--- config.mk ---
export PLATFORM = sky130hd
export DESIGN_NAME = prog_loader
export DESIGN_NICKNAME = d
export VERILOG_FILES = /design/src/rtl/prog_loader_pkg.sv /design/src/rtl/prog_loader.sv
export SDC_FILE = /design/constraint.sdc
export NUM_CORES = 1
export LEC_CHECK = 0
export ABC_AREA = 1
export BUFFER_PORTS_ARGS = -buffer_cell sky130_fd_sc_hd__buf_2
export CORE_MARGIN = 8
export CORE_UTILIZATION = 42
export CTS_BUF_LIST = sky130_fd_sc_hd__clkbuf_16
export CTS_CLUSTER_SIZE = 14
export DETAILED_ROUTE_END_ITERATION = 10
export HOLD_SLACK_MARGIN = 0.08
export PLACE_DENSITY = 0.62
export SETUP_SLACK_MARGIN = 0.2
export SLEW_MARGIN = 30
export SYNTH_ARGS = -nofsm -noshare
export SYNTH_HDL_FRONTEND = slang
export SYNTH_SLANG_ARGS = --single-unit
--- constraint.sdc ---
create_clock -name clk -period 4.31 [get_ports clk]
set_input_delay 0.2155 -clock clk [delete_from_list [all_inputs] [get_ports clk]]
set_output_delay 0.2155 -clock clk [all_outputs]
set_load 0.005 [all_outputs]
--- src/rtl/prog_loader_pkg.sv ---
// ---------------------------------------------------------------------------
// loader_pkg
// Shared definitions for the program loader: the FSM state encoding, frame
// layout constants and small helpers used by the loader and its bench.
// ---------------------------------------------------------------------------
package loader_pkg;

    // Loader FSM states, one per frame field plus the write cycle and the
    // three resting states (idle, finished good, finished bad).
    typedef enum logic [3:0] {
        IDLE,
        LEN_HI,
        LEN_LO,
        DAT_HI,
        DAT_LO,
        WRITE,
        CHK,
        DONE,
        ERR
    } state_e;

    localparam int FRAME_HDR_BYTES = 2;
    localparam int BYTES_PER_WORD  = 2;
    localparam int ADDR_W_DEFAULT  = 12;
    localparam int DEPTH           = 1 << ADDR_W_DEFAULT;

    // Number of BRAM words addressable with the given address width.
    function automatic int depth_of(input int addr_w);
        return 1 << addr_w;
    endfunction

    // States in which the loader is willing to take a byte from the UART.
    function automatic logic is_rx_state(input state_e s);
        return (s == LEN_HI) || (s == LEN_LO) || (s == DAT_HI) ||
               (s == DAT_LO) || (s == CHK);
    endfunction

endpackage

--- src/rtl/prog_loader.sv ---
// ---------------------------------------------------------------------------
// prog_loader
// Loads the instruction BRAM from a framed UART byte stream. Frame layout:
// LEN_HI, LEN_LO (word count N), 2N data bytes (big-endian words), then one
// checksum byte equal to the XOR of every earlier frame byte. Words go to
// consecutive addresses starting at 0. The CPU is held off while busy.
//
// Ports:
//   clk, rst_n      system clock, asynchronous active-low reset
//   start           one-cycle pulse; begins a load when not busy
//   rx_data/valid   incoming byte stream from the UART receiver
//   rx_ready        loader accepts a byte this cycle
//   mem_data/wren/addr  BRAM write port
//   busy            load in progress
//   done / err      sticky result of the last load
//   words_loaded    words written in the current/last load
// All outputs are registered.
// ---------------------------------------------------------------------------
module prog_loader
    import loader_pkg::*;
#(
    parameter int ADDR_W = 12,
    parameter int DATA_W = 16
) (
    input  logic              clk,
    input  logic              rst_n,
    input  logic              start,
    input  logic [7:0]        rx_data,
    input  logic              rx_valid,
    output logic              rx_ready,
    output logic [DATA_W-1:0] mem_data,
    output logic              mem_wren,
    output logic [ADDR_W-1:0] mem_addr,
    output logic              busy,
    output logic              done,
    output logic              err,
    output logic [ADDR_W:0]   words_loaded
);

    localparam int MEM_DEPTH = depth_of(ADDR_W);
    localparam int CNT_W     = ADDR_W + 1;

    state_e             state_q, state_d;
    logic [7:0]         xor_q, xor_d;
    logic [7:0]         hi_q, hi_d;
    logic [CNT_W-1:0]   n_q, n_d;
    logic [CNT_W-1:0]   idx_q, idx_d;
    logic               rx_ready_q, rx_ready_d;
    logic [DATA_W-1:0]  mem_data_q, mem_data_d;
    logic               mem_wren_q, mem_wren_d;
    logic [ADDR_W-1:0]  mem_addr_q, mem_addr_d;
    logic               busy_q, busy_d;
    logic               done_q, done_d;
    logic               err_q, err_d;
    logic [CNT_W-1:0]   words_q, words_d;

    logic               xfer;
    logic [15:0]        len_word;
    logic               len_bad;
    logic [CNT_W-1:0]   idx_inc;

    // rx_ready is registered from the next state, so it always matches the
    // current state and can qualify the handshake directly.
    assign xfer     = rx_valid & rx_ready_q;
    assign len_word = {hi_q, rx_data};
    // Index is one bit wider than the address so N == DEPTH compares cleanly.
    assign len_bad  = (len_word == 16'd0) ||
                      ({16'd0, len_word} > 32'(MEM_DEPTH));
    assign idx_inc  = idx_q + CNT_W'(1);

    // State and output registers.
    always_ff @(posedge clk or negedge rst_n) begin
        if (!rst_n) begin
            state_q    <= IDLE;
            xor_q      <= '0;
            hi_q       <= '0;
            n_q        <= '0;
            idx_q      <= '0;
            rx_ready_q <= 1'b0;
            mem_data_q <= '0;
            mem_wren_q <= 1'b0;
            mem_addr_q <= '0;
            busy_q     <= 1'b0;
            done_q     <= 1'b0;
            err_q      <= 1'b0;
            words_q    <= '0;
        end else begin
            state_q    <= state_d;
            xor_q      <= xor_d;
            hi_q       <= hi_d;
            n_q        <= n_d;
            idx_q      <= idx_d;
            rx_ready_q <= rx_ready_d;
            mem_data_q <= mem_data_d;
            mem_wren_q <= mem_wren_d;
            mem_addr_q <= mem_addr_d;
            busy_q     <= busy_d;
            done_q     <= done_d;
            err_q      <= err_d;
            words_q    <= words_d;
        end
    end

    // Next-state and next-output logic.
    always_comb begin
        state_d    = state_q;
        xor_d      = xor_q;
        hi_d       = hi_q;
        n_d        = n_q;
        idx_d      = idx_q;
        mem_data_d = mem_data_q;
        mem_addr_d = mem_addr_q;
        busy_d     = busy_q;
        done_d     = done_q;
        err_d      = err_q;
        words_d    = words_q;

        case (state_q)
            IDLE, DONE, ERR: begin
                if (start) begin
                    state_d = LEN_HI;
                    xor_d   = '0;
                    idx_d   = '0;
                    done_d  = 1'b0;
                    err_d   = 1'b0;
                    words_d = '0;
                    busy_d  = 1'b1;
                end
            end
            LEN_HI: begin
                if (xfer) begin
                    hi_d    = rx_data;
                    xor_d   = xor_q ^ rx_data;
                    state_d = LEN_LO;
                end
            end
            LEN_LO: begin
                if (xfer) begin
                    xor_d = xor_q ^ rx_data;
                    if (len_bad) begin
                        state_d = ERR;
                        err_d   = 1'b1;
                        busy_d  = 1'b0;
                    end else begin
                        n_d     = len_word[CNT_W-1:0];
                        state_d = DAT_HI;
                    end
                end
            end
            DAT_HI: begin
                if (xfer) begin
                    hi_d    = rx_data;
                    xor_d   = xor_q ^ rx_data;
                    state_d = DAT_LO;
                end
            end
            DAT_LO: begin
                if (xfer) begin
                    xor_d      = xor_q ^ rx_data;
                    mem_data_d = DATA_W'({hi_q, rx_data});
                    mem_addr_d = idx_q[ADDR_W-1:0];
                    state_d    = WRITE;
                end
            end
            WRITE: begin
                idx_d   = idx_inc;
                words_d = words_q + CNT_W'(1);
                state_d = (idx_inc == n_q) ? CHK : DAT_HI;
            end
            CHK: begin
                if (xfer) begin
                    busy_d = 1'b0;
                    if (rx_data == xor_q) begin
                        state_d = DONE;
                        done_d  = 1'b1;
                    end else begin
                        state_d = ERR;
                        err_d   = 1'b1;
                    end
                end
            end
            default: begin
                state_d = IDLE;
                busy_d  = 1'b0;
            end
        endcase

        // Strobes follow the state being entered so the registered copies
        // line up with the state register.
        rx_ready_d = is_rx_state(state_d);
        mem_wren_d = (state_d == WRITE);
    end

    assign rx_ready     = rx_ready_q;
    assign mem_data     = mem_data_q;
    assign mem_wren     = mem_wren_q;
    assign mem_addr     = mem_addr_q;
    assign busy         = busy_q;
    assign done         = done_q;
    assign err          = err_q;
    assign words_loaded = words_q;

endmodule

==> results of run 1 <==
==> layout by cell type (no fill, tap or decap), types with 4 or more instances in the layout <==
master     count
a21oi_1        7
buf_2         56
clkbuf_16      9
dfrtp_1       92
inv_1         66
inv_2          4
mux2_2         8
nand2_1      134
nand2_2        4
nand3_1       37
nand3b_1       5
nand4_1       10
nor2_1        45
nor3_1         8
o21a_1        23
o21ai_0       33
o21ai_1        4
o22ai_1       11
xnor2_1        5
xor2_1         8
==> metal layers <==
| metal | wire [µm] | vias up | share of wire (%) | track usage, % |
|---|---|---|---|---|
| met5 | 0 | - | 0 | 0 |
| met4 | 267 | 0 | 2.4 | 6.79 |
| met3 | 579 | 22 | 5.3 | 4.14 |
| met2 | 5260 | 75 | 48 | 25.4 |
| met1 | 4800 | 1815 | 44 | 19.5 |
| li1 | - | 1912 | - | - |
==> synthesized netlist by cell type (3+ instances only) <==
master	instances
o22ai_1	11
nand3_1	37
inv_1	65
nand4_1	10
o21ai_0	33
o21ai_1	4
nand3b_1	5
xor2_1	8
mux2_2	8
dfrtp_1	92
o21a_1	23
nand2_1	134
nor3_1	8
xnor2_1	5
inv_2	4
nor2_2	3
clkbuf_1	8
nand2_2	4
nor2_1	45
buf_2	4
a21oi_1	7
==> layout make-up <==
type / count / area [µm²]
flip-flops and latches: 92 / 2300
repair buffers: 60 / 333
inverters: 69 / 259
clock inverters: 7 / 115
multi-input cells: 375 / 2000
well taps: 140 / 175
fillers: 1025 / 5390
clock buffers: 9 / 225
==> how the worst max path moves through the flow <==
stage / end / slack [ps] / cells after the start
2_1_floorplan: rx_ready / 2480 / 16
3_3_place_gp: rx_ready / 1950 / 12
3_5_place_dp: rx_ready / 1870 / 9
4_1_cts: rx_ready / 1840 / 9
5_1_grt: rx_ready / 1580 / 9
6_report: rx_ready / 1850 / 9
==> per-stage QoR <==
step | total power [W] | hold WS (ps) | utilization [%]
after detailed placement | 0.00258 | 371 | 46.8
after floorplan | 0.00218 | -80.1 | -
after CTS | 0.00350 | 139 | 50.1
after global placement | 0.00255 | 370 | 46.6
final | 0.00345 | 155 | 50.1
after global routing | 0.00372 | 162 | 50.1
==> cells by family (layout without fill, tap and decap cells) <==
group           Yosys count  in the layout  synth area share [%]
flops                    92             92                  49.8
compound gates           91             91                  12.3
mux                      11             11                  2.63
simple gates            258            258                  25.1
buf+inv                  83            145                  7.09
fa+ha+maj                 2              2                 0.541
xor+xnor                 13             13                  2.46
==> where the power goes <==
group	switching (W)	internal [W]	total [W]
sequential	0.000190	0.00116	0.00135
clock	0.000337	0.000566	0.000903
combinational	0.000688	0.000511	0.00120
total	0.00122	0.00224	0.00345
==> worst max-delay path, cell delays in order, from the launching register on <==
cell and delay (ps):
dfrtp_1 390, inv_1 60, nand2_1 130, nor3_2 690, inv_1 590, o211ai_1 240
nor2_1 80, nand3_1 80, nor2_1 60, nor2_2 90
==> timing repair <==
| action | CTS | global route |
|---|---|---|
| hold buffers | 1 | 0 |
| endpoints found under the setup margin | 0 | 0 |
| endpoints found under the hold margin | 64 | 0 |
| resized for setup | 0 | 0 |
==> registers in the layout, summed over array words and instances, names as in the netlist <==
register	count
mem_wren	1
state_q	4
mem_addr	12
done	1
mem_data	16
err	1
rx_ready	1
words_loaded	13
hi_q	8
n_q	13
busy	1
idx_q	13
xor_q	8
==> results.json, run 1 <==
{
  "synth_edf_count": 0,
  "p_per_area_nw_per_um2": 639,
  "area_growth_pct": 17.0,
  "drt-total-wl_um": 10900,
  "ys.flop_type": "dfrtp_1",
  "clockBufferDepth": 2,
  "insertion_delay_ps": 340,
  "num_io_pins": 58,
  "tightest_slew_ps": 860,
  "layout-drive-gt1-share_pct": 17.0,
  "fin_ws_ps": 1850,
  "vias_per_cell": 5.09,
  "syn_avg_cell_area_um2": 8.40,
  "r2r_start": "state_q[3]",
  "hpwlAfterDp_um": 8120,
  "placed_cells": 735,
  "synth_seq_cells": 92,
  "initial_core_util_pct": 42.8,
  "post_cts_buffers": 0,
  "grt_max_degree": 66,
  "dr.first_iter.drc_count": 220,
  "cts.sinks": 92,
  "root_buffer": "clkbuf_16",
  "crit_arrival_ps": 2740,
  "synthTopCellsByArea": "dfrtp_1, nand2_1, inv_1",
  "fin_skew_ps": 9.41,
  "num_antenna_cells": 0,
  "ant_nets": 0,
  "crit_path_end_kind": "flop",
  "dieArea_um2": 14600,
  "critPathRequiredTime_ps": 4580,
  "power.leakage_nw": 2.65,
  "r2r_cells": 9,
  "rsz0062_at_grt": "false",
  "cts_buffers": 9,
  "fin_area_um2": 5410,
  "min_path_cells": 3,
  "grt_pass1_vias": 3897,
  "fin_cells": 752,
  "cp-start-kind": "flop",
  "nets": 621,
  "cts_tree": "built",
  "synth_largest_area_cell": "dfrtp_1",
  "antenna_found_initial": 0,
  "num_vias": 3824,
  "async_flop_share_pct": 100,
  "min_path_type": "input port to flop",
  "synth_area_um2": 4620,
  "place.gp.congestion": 0.895,
  "yosysUniqueCellTypes": 44,
  "firstDrtPassIters": 4,
  "h-tree-depth": 3,
  "r2r_end": "rx_ready",
  "dpl_cell_area_um2": 5050,
  "cts.reportedPaths.clkPinSlew_ps": 70,
  "fin_setup_tns_ps": 0,
  "seq_area_frac_synth_pct": 49.8,
  "hold_viol": 0,
  "port-buffer-count": 57,
  "drt_drc_violations_left": 0,
  "fmax_ghz": 0.406,
  "grtUsageTotal_pct": 15.7,
  "startpoint": "state_q[3]",
  "worstSetupPathType": "flop to flop",
  "core_area_um2": 10800,
  "fin_crit_sh_pct": 57.1,
  "ir_worst_vdd_mv": 0.324,
  "rows": 38,
  "max_slew_margin_pct": 42.4,
  "die_w_um": 121,
  "fin_crit_ps": 2460,
  "syn_nets": 564,
  "die_y_um": 121,
  "crit_path_max_fanout": 20,
  "synth.top_cell.area_share_pct": 49.8,
  "setup_violations": 0,
  "status": "finished, final reports clean",
  "hold_start": "rx_data[2]",
  "final_max_slew_viol_count": 0,
  "rrSetupSlack_ps": 1850,
  "grt_overflow_total": 0,
  "worst_hold_path.endpoint": "hi_q[2]",
  "wl_per_cell_um": 14.5,
  "grt_first_pass_wirelength_um": 18600,
  "ys_warn_count": 0,
  "dp_slack_ps": 1870,
  "drv_cap": 0,
  "syn_inst": 550
}
Power figures use the tool's default switching activity.
==> inputs of run 2 (changes only) <==
Settings changed: ABC_AREA 1 to 0, PLACE_DENSITY 0.62 to 0.64.
Clock period 4.31 ns to 2.2 ns, I/O delays scaled along.
==> run 2 against run 1 <==
Worst hold slack worse by 55 ps; sequential power increased by 100%; clock-buffer cell count stayed put; sequential cell count did not move; area after synthesis down 0.79%; critical path depth fell by 2; synthesized cell count is 12% lower; worst setup slack worse by 1600 ps; clock power rose by 71%; combinational power grew 88%; critical path type unchanged; critical endpoint unchanged; largest cell class unchanged; largest power group unchanged; highest routed layer unchanged.
==> results.json, run 2 <==
{
  "path_delay_family": "simple AND/OR/NAND/NOR gates",
  "firstDrtPassIters": 4,
  "synth_most_common_cell": "nand2_1",
  "grt_first_pass_wirelength_um": 18600,
  "status": "finished, final reports clean",
  "rsz0062_at_grt": "true",
  "worst_hold_path.endpoint": "hi_q[4]",
  "yosysUniqueCellTypes": 55,
  "drv_cap": 0,
  "fmax_ghz": 0.518,
  "synth_edf_count": 0,
  "drt_drc_violations_left": 0,
  "r2r_start": "state_q[0]",
  "crit_path_max_fanout": 13,
  "num_antenna_cells": 0,
  "utilization_pct": 52.9,
  "synth_top_family_by_area": "simple AND/OR/NAND/NOR gates",
  "cpPeakStageDelay_ps": 540,
  "fill_cells": 1044,
  "dr.first_iter.drc_count": 243,
  "clockBufferDepth": 2,
  "p_per_area_nw_per_um2": 1150,
  "drt-total-wl_um": 11300,
  "synth_area_um2": 4580,
  "final_cell_mix": "nand2_1, dfrtp_1, buf_2",
  "largest_reg_flops": 16,
  "syn_nets": 497,
  "busiest_layer": "met2",
  "initial_core_util_pct": 42.7,
  "cts.sinks": 92,
  "switching_share_pct": 36.1,
  "root_buffer": "clkbuf_16",
  "cp-start-kind": "flop",
  "worstSetupPathType": "flop to flop",
  "cts_tree": "built",
  "synthTopCellsByArea": "dfrtp_1, nand2_1, mux2_2",
  "fin_crit_ps": 1930,
  "cts_buffers": 9,
  "setup_violations": 0,
  "hold_start": "rx_data[4]",
  "synth_commonest_cells": "nand2_1, dfrtp_1, o21ai_0",
  "synth.mux.area_fraction_pct": 6.44,
  "fin_skew_ps": 10.2,
  "die_w_um": 120,
  "num_io_pins": 58,
  "synth_xor_xnor_area_share_pct": 4.78,
  "h-tree-depth": 3,
  "p_comb_share_pct": 34.5,
  "layout-drive-gt1-share_pct": 27.7,
  "seq_power_share_pct": 41.9,
  "ant_nets": 0,
  "insertion_delay_ps": 340,
  "syn_avg_cell_area_um2": 9.49,
  "grtUsageTotal_pct": 15.9,
  "p_int_w": 0.00419,
  "grt_max_degree": 40,
  "worst-path-buf-inv": 1,
  "nets": 584,
  "min_path_type": "input port to flop",
  "final_max_slew_viol_count": 0,
  "async_flop_share_pct": 100,
  "ys.flop_type": "dfrtp_1",
  "use_met2_pct": 24.8,
  "r2r_end": "rx_ready",
  "p_clk_share_pct": 23.6,
  "synth.top_cell.area_share_pct": 50.2,
  "place.gp.congestion": 0.922,
  "antenna_found_initial": 0,
  "core_area_um2": 10700,
  "tightest_slew_ps": 493,
  "grt_util_met1_pct": 21.1,
  "yosys.area_share.simple_pct": 24.0,
  "min_path_cells": 3,
  "final_common_cell": "nand2_1",
  "fin_ws_ps": 268,
  "fin_setup_tns_ps": 0,
  "p_total_w": 0.00655,
  "cts.reportedPaths.clkPinSlew_ps": 80,
  "grt_pass1_vias": 3668,
  "num_vias": 3756,
  "dp_slack_ps": 134,
  "crit_arrival_ps": 2150,
  "rrSetupSlack_ps": 270,
  "synth-adder-area-share_pct": 0.546,
  "r2r_cells": 7,
  "critPathRequiredTime_ps": 2410,
  "power_switching_w": 0.00237,
  "dpl_cell_area_um2": 5200,
  "power.leakage_nw": 2.80,
  "fin_area_um2": 5680,
  "wl_per_cell_um": 15.8,
  "crit_path_end_kind": "flop",
  "fin_crit_sh_pct": 87.8,
  "crit_slowest_cell": "or4_4",
  "grt_overflow_total": 0,
  "max_slew_margin_pct": 66.8,
  "cp_cell_sequence": "buf_4 > and2_1 > o21ai_0 > a21oi_1 > or4_4 > nor2_1 > mux2i_1",
  "area_growth_pct": 24.0,
  "synth_compound_area_share_pct": 10.9,
  "ys_warn_count": 0,
  "port-buffer-count": 57,
  "hpwlAfterDp_um": 7960,
  "rows": 38,
  "ir_worst_vdd_mv": 0.510,
  "synth_largest_area_cell": "dfrtp_1",
  "hold_viol": 0,
  "vias_per_cell": 5.25,
  "die_y_um": 120,
  "synth_seq_cells": 92,
  "dieArea_um2": 14500,
  "syn_inst": 483,
  "seq_area_frac_synth_pct": 50.2,
  "use_met3_pct": 4.01
}
## run 2: changes by cell type after synthesis, moves of 22 or more
cell / previous run / this run
inv_1: 65 / 6
o21a_1: 23 / 1
nand3_1: 37 / 14
nor2_1: 45 / 14
## run 2: area by class of cell
type	count	area (µm²)	area share [%]
Inverter	7	26.3	0.462
Timing Repair Buffer	101	657	11.6
Multi-Input combinational cell	359	2210	38.9
Clock inverter	7	80.1	1.41
Sequential cell	92	2310	40.6
Clock buffer	9	225	3.96
Tap cell	140	175	3.08
## run 2: through the flow
stage / std cells / hold WS, ps
after detailed placement: 685 / 109
after floorplan: 483 / -186
final: 715 / 99.9
after global routing: 715 / 92.3
after global placement: 685 / 102
after CTS: 707 / 102
## run 2: layer usage
layer / vias up / wire, µm
met2: 89 / 5320
met4: 0 / 124
met5: - / 0
li1: 1844 / -
met1: 1816 / 5150
met3: 7 / 691
## run 2: cell families after synthesis
logic type / Yosys count
flip-flops: 92
adder cells (fa/ha/maj): 2
XOR/XNOR: 25
AND/OR/NAND/NOR: 222
multiplexers: 27
AO/OA/AOI/OAI: 83
buffers and inverters: 32
## run 2: power groups by stage
stage / Combinational [W] / Sequential (W) / Clock, W
2_1_floorplan: 0.00142 / 0.00264 / 0
3_3_place_gp: 0.00210 / 0.00274 / 0
5_1_grt: 0.00253 / 0.00283 / 0.00166
4_1_cts: 0.00217 / 0.00275 / 0.00158
3_5_place_dp: 0.00213 / 0.00277 / 0
6_report: 0.00226 / 0.00275 / 0.00154
## run 2: worst max-delay path by stage
| stage | slack (ps) | cells after the start | startpoint | endpoint |
|---|---|---|---|---|
| finish | 270 | 7 | state_q[0] | rx_ready |
| global route | 150 | 7 | idx_q[6] | state_q[0] |
| CTS | 210 | 7 | state_q[0] | rx_ready |
| detailed placement | 130 | 5 | state_q[2] | n_q[5] |
| global placement | 230 | 7 | idx_q[0] | state_q[0] |
| floorplan | 200 | 8 | idx_q[0] | state_q[0] |
## run 2: what timing repair did
| item | 4_1_cts | 5_1_grt |
|---|---|---|
| endpoints found under the hold margin | 38 | 0 |
| setup buffers | 1 | 8 |
| endpoints found under the setup margin | 16 | 29 |
| resized for setup | 4 | 14 |
| hold buffers | 5 | 0 |
| pin swaps | 5 | 4 |
## run 2: tightest hold or removal path, stage by stage
cell and delay (ps):
buf_2 160, nand2_1 70, o21ai_0 60
==> inputs of run 3 (changes only) <==
Settings changed: PLACE_DENSITY 0.64 to 0.62.
Clock period 2.2 ns to 2.3 ns, I/O delays scaled along.
==> run 3 against run 2 <==
Clock power down 5%; fmax down 2.7%; clock-buffer cell count unchanged; first-iteration DRC count rose by 16%; combinational power is 5% lower; worst setup slack gained 47 ps; register-to-register slack better by 50 ps; worst hold slack better by 39 ps; global-route usage decreased by 0.14 points; clock skew increased by 4.1 ps; non-clock buffer count down 4; critical path type unchanged; critical endpoint is now xor_q[2].
==> results.json, run 3 (synthesis gave the netlist of run 2 again) <==
{
  "max_slew_margin_pct": 61.1,
  "crit_end": "xor_q[2]",
  "cp-start-kind": "flop",
  "rows": 38,
  "worstSetupPathType": "flop to flop",
  "cts_tree": "built",
  "drt_drc_violations_left": 0,
  "num_antenna_cells": 0,
  "area_growth_pct": 22.7,
  "largest_reg_flops": 16,
  "ir_worst_vdd_mv": 0.524,
  "tightest_slew_ps": 584,
  "fin_crit_ps": 1990,
  "fin_skew_ps": 14.3,
  "fin_setup_tns_ps": 0,
  "final_max_slew_viol_count": 0,
  "final_cell_mix": "nand2_1, dfrtp_1, buf_2",
  "firstDrtPassIters": 4,
  "cts_buffers": 9,
  "dr.first_iter.drc_count": 282,
  "grt_pass1_vias": 3704,
  "power.leakage_nw": 2.75,
  "cpPeakStageDelay_ps": 390,
  "rsz0062_at_grt": "true",
  "hold_start": "rx_data[6]",
  "grt_first_pass_wirelength_um": 18600,
  "utilization_pct": 52.4,
  "p_per_area_nw_per_um2": 1100,
  "die_w_um": 120,
  "antenna_found_initial": 0,
  "core_area_um2": 10700,
  "r2r_end": "xor_q[2]",
  "place.gp.congestion": 0.848,
  "dieArea_um2": 14500,
  "drv_cap": 0,
  "vias_per_cell": 5.31,
  "layout-drive-gt1-share_pct": 27.5,
  "h-tree-depth": 3,
  "final_common_cell": "nand2_1",
  "critPathRequiredTime_ps": 2530,
  "cts.sinks": 92,
  "crit_top_cell": "o21ai_0",
  "ant_nets": 0,
  "nets": 580,
  "hpwlAfterDp_um": 7960,
  "crit_path_end_kind": "flop",
  "grtUsageTotal_pct": 15.7,
  "grt_max_degree": 45,
  "cp_cell_sequence": "buf_4 > o21ai_0 > or3b_1 > or2_1 > nand2_2 > o21ai_0 > a21o_1",
  "fin_crit_sh_pct": 86.3,
  "startpoint": "state_q[1]",
  "grt_overflow_total": 0,
  "crit_slowest_cell": "or3b_1",
  "fmax_ghz": 0.504,
  "root_buffer": "clkbuf_16",
  "r2r_cells": 7,
  "crit_arrival_ps": 2210,
  "drt-total-wl_um": 11000,
  "setup_violations": 0,
  "clockBufferDepth": 2,
  "initial_core_util_pct": 42.7,
  "min_path_type": "input port to flop",
  "wl_per_cell_um": 15.5,
  "port-buffer-count": 57,
  "rrSetupSlack_ps": 310,
  "num_vias": 3775,
  "insertion_delay_ps": 350,
  "cts.reportedPaths.clkPinSlew_ps": 70,
  "num_io_pins": 58,
  "status": "finished, final reports clean",
  "r2r_start": "state_q[1]",
  "die_y_um": 120,
  "hold_viol": 0,
  "crit_path_max_fanout": 11
}
-- run 3: changes by cell type in the layout (fill, tap and decap cells not counted), moves of 2 or more --
cell / previous run / this run
nor3b_1: 4 / 7
inv_6: 0 / 2
dlygate4sd3_1: 5 / 2
buf_4: 36 / 38
nor3b_2: 3 / 0
-- run 3: routing by layer --
| metal | share of wire, % | up-vias | GRT usage [%] |
|---|---|---|---|
| met4 | 1.8 | 0 | 5.62 |
| met2 | 46 | 90 | 23.9 |
| met5 | 0 | - | 0 |
| met1 | 47 | 1823 | 21.6 |
| li1 | - | 1844 | - |
| met3 | 5.7 | 18 | 3.45 |
-- run 3: how the worst min path moves through the flow --
stage | to | slack (ps) | cells after the start
final | mem_data[6] | 140 | 4
after global routing | mem_data[6] | 160 | 4
after CTS | mem_data[5] | 140 | 4
after detailed placement | words_loaded[11] | 160 | 1
after global placement | words_loaded[12] | 150 | 1
after floorplan | busy | -180 | 0
-- run 3: metrics by stage --
step	std cells	power [W]	area [µm²]	hold WS, ps	setup slack [ps]
2_1_floorplan	483	0.00388	4580	-181	232
3_3_place_gp	684	0.00463	5170	152	145
3_5_place_dp	684	0.00469	5170	155	123
4_1_cts	702	0.00617	5490	140	226
5_1_grt	711	0.00664	5630	161	186
6_report	711	0.00619	5630	139	315
-- run 3: repair_timing --
action | CTS | global route
setup endpoints to repair | 15 | 31
pin swaps | 0 | 3
gates cloned | 0 | 0
buffers inserted | 0 | 9
resized for setup | 2 | 16
hold buffers | 2 | 0
endpoints found under the hold margin | 43 | 0
-- run 3: report_power, final --
part / internal (W) / total [W] / switching (W)
sequential: 0.00215 / 0.00258 / 0.000424
combinational: 0.00104 / 0.00215 / 0.00112
clock: 0.000769 / 0.00146 / 0.000691
-- run 3: cell type report --
class | instances | area (µm²)
Sequential cell | 92 | 2310
Clock inverter | 7 | 73.8
Multi-Input combinational cell | 359 | 2210
Timing Repair Buffer | 97 | 606
Inverter | 7 | 30.0
Fill cell | 1021 | 5120
Clock buffer | 9 | 225
Tap cell | 140 | 175
-- run 3: worst max-delay path: cells and delay by family (launching register included) --
family                 cells  cell delay, ps
buffers and inverters      1             180
flip-flops                 1             380
AND/OR/NAND/NOR            3             880
AO/OA/AOI/OAI              3             440
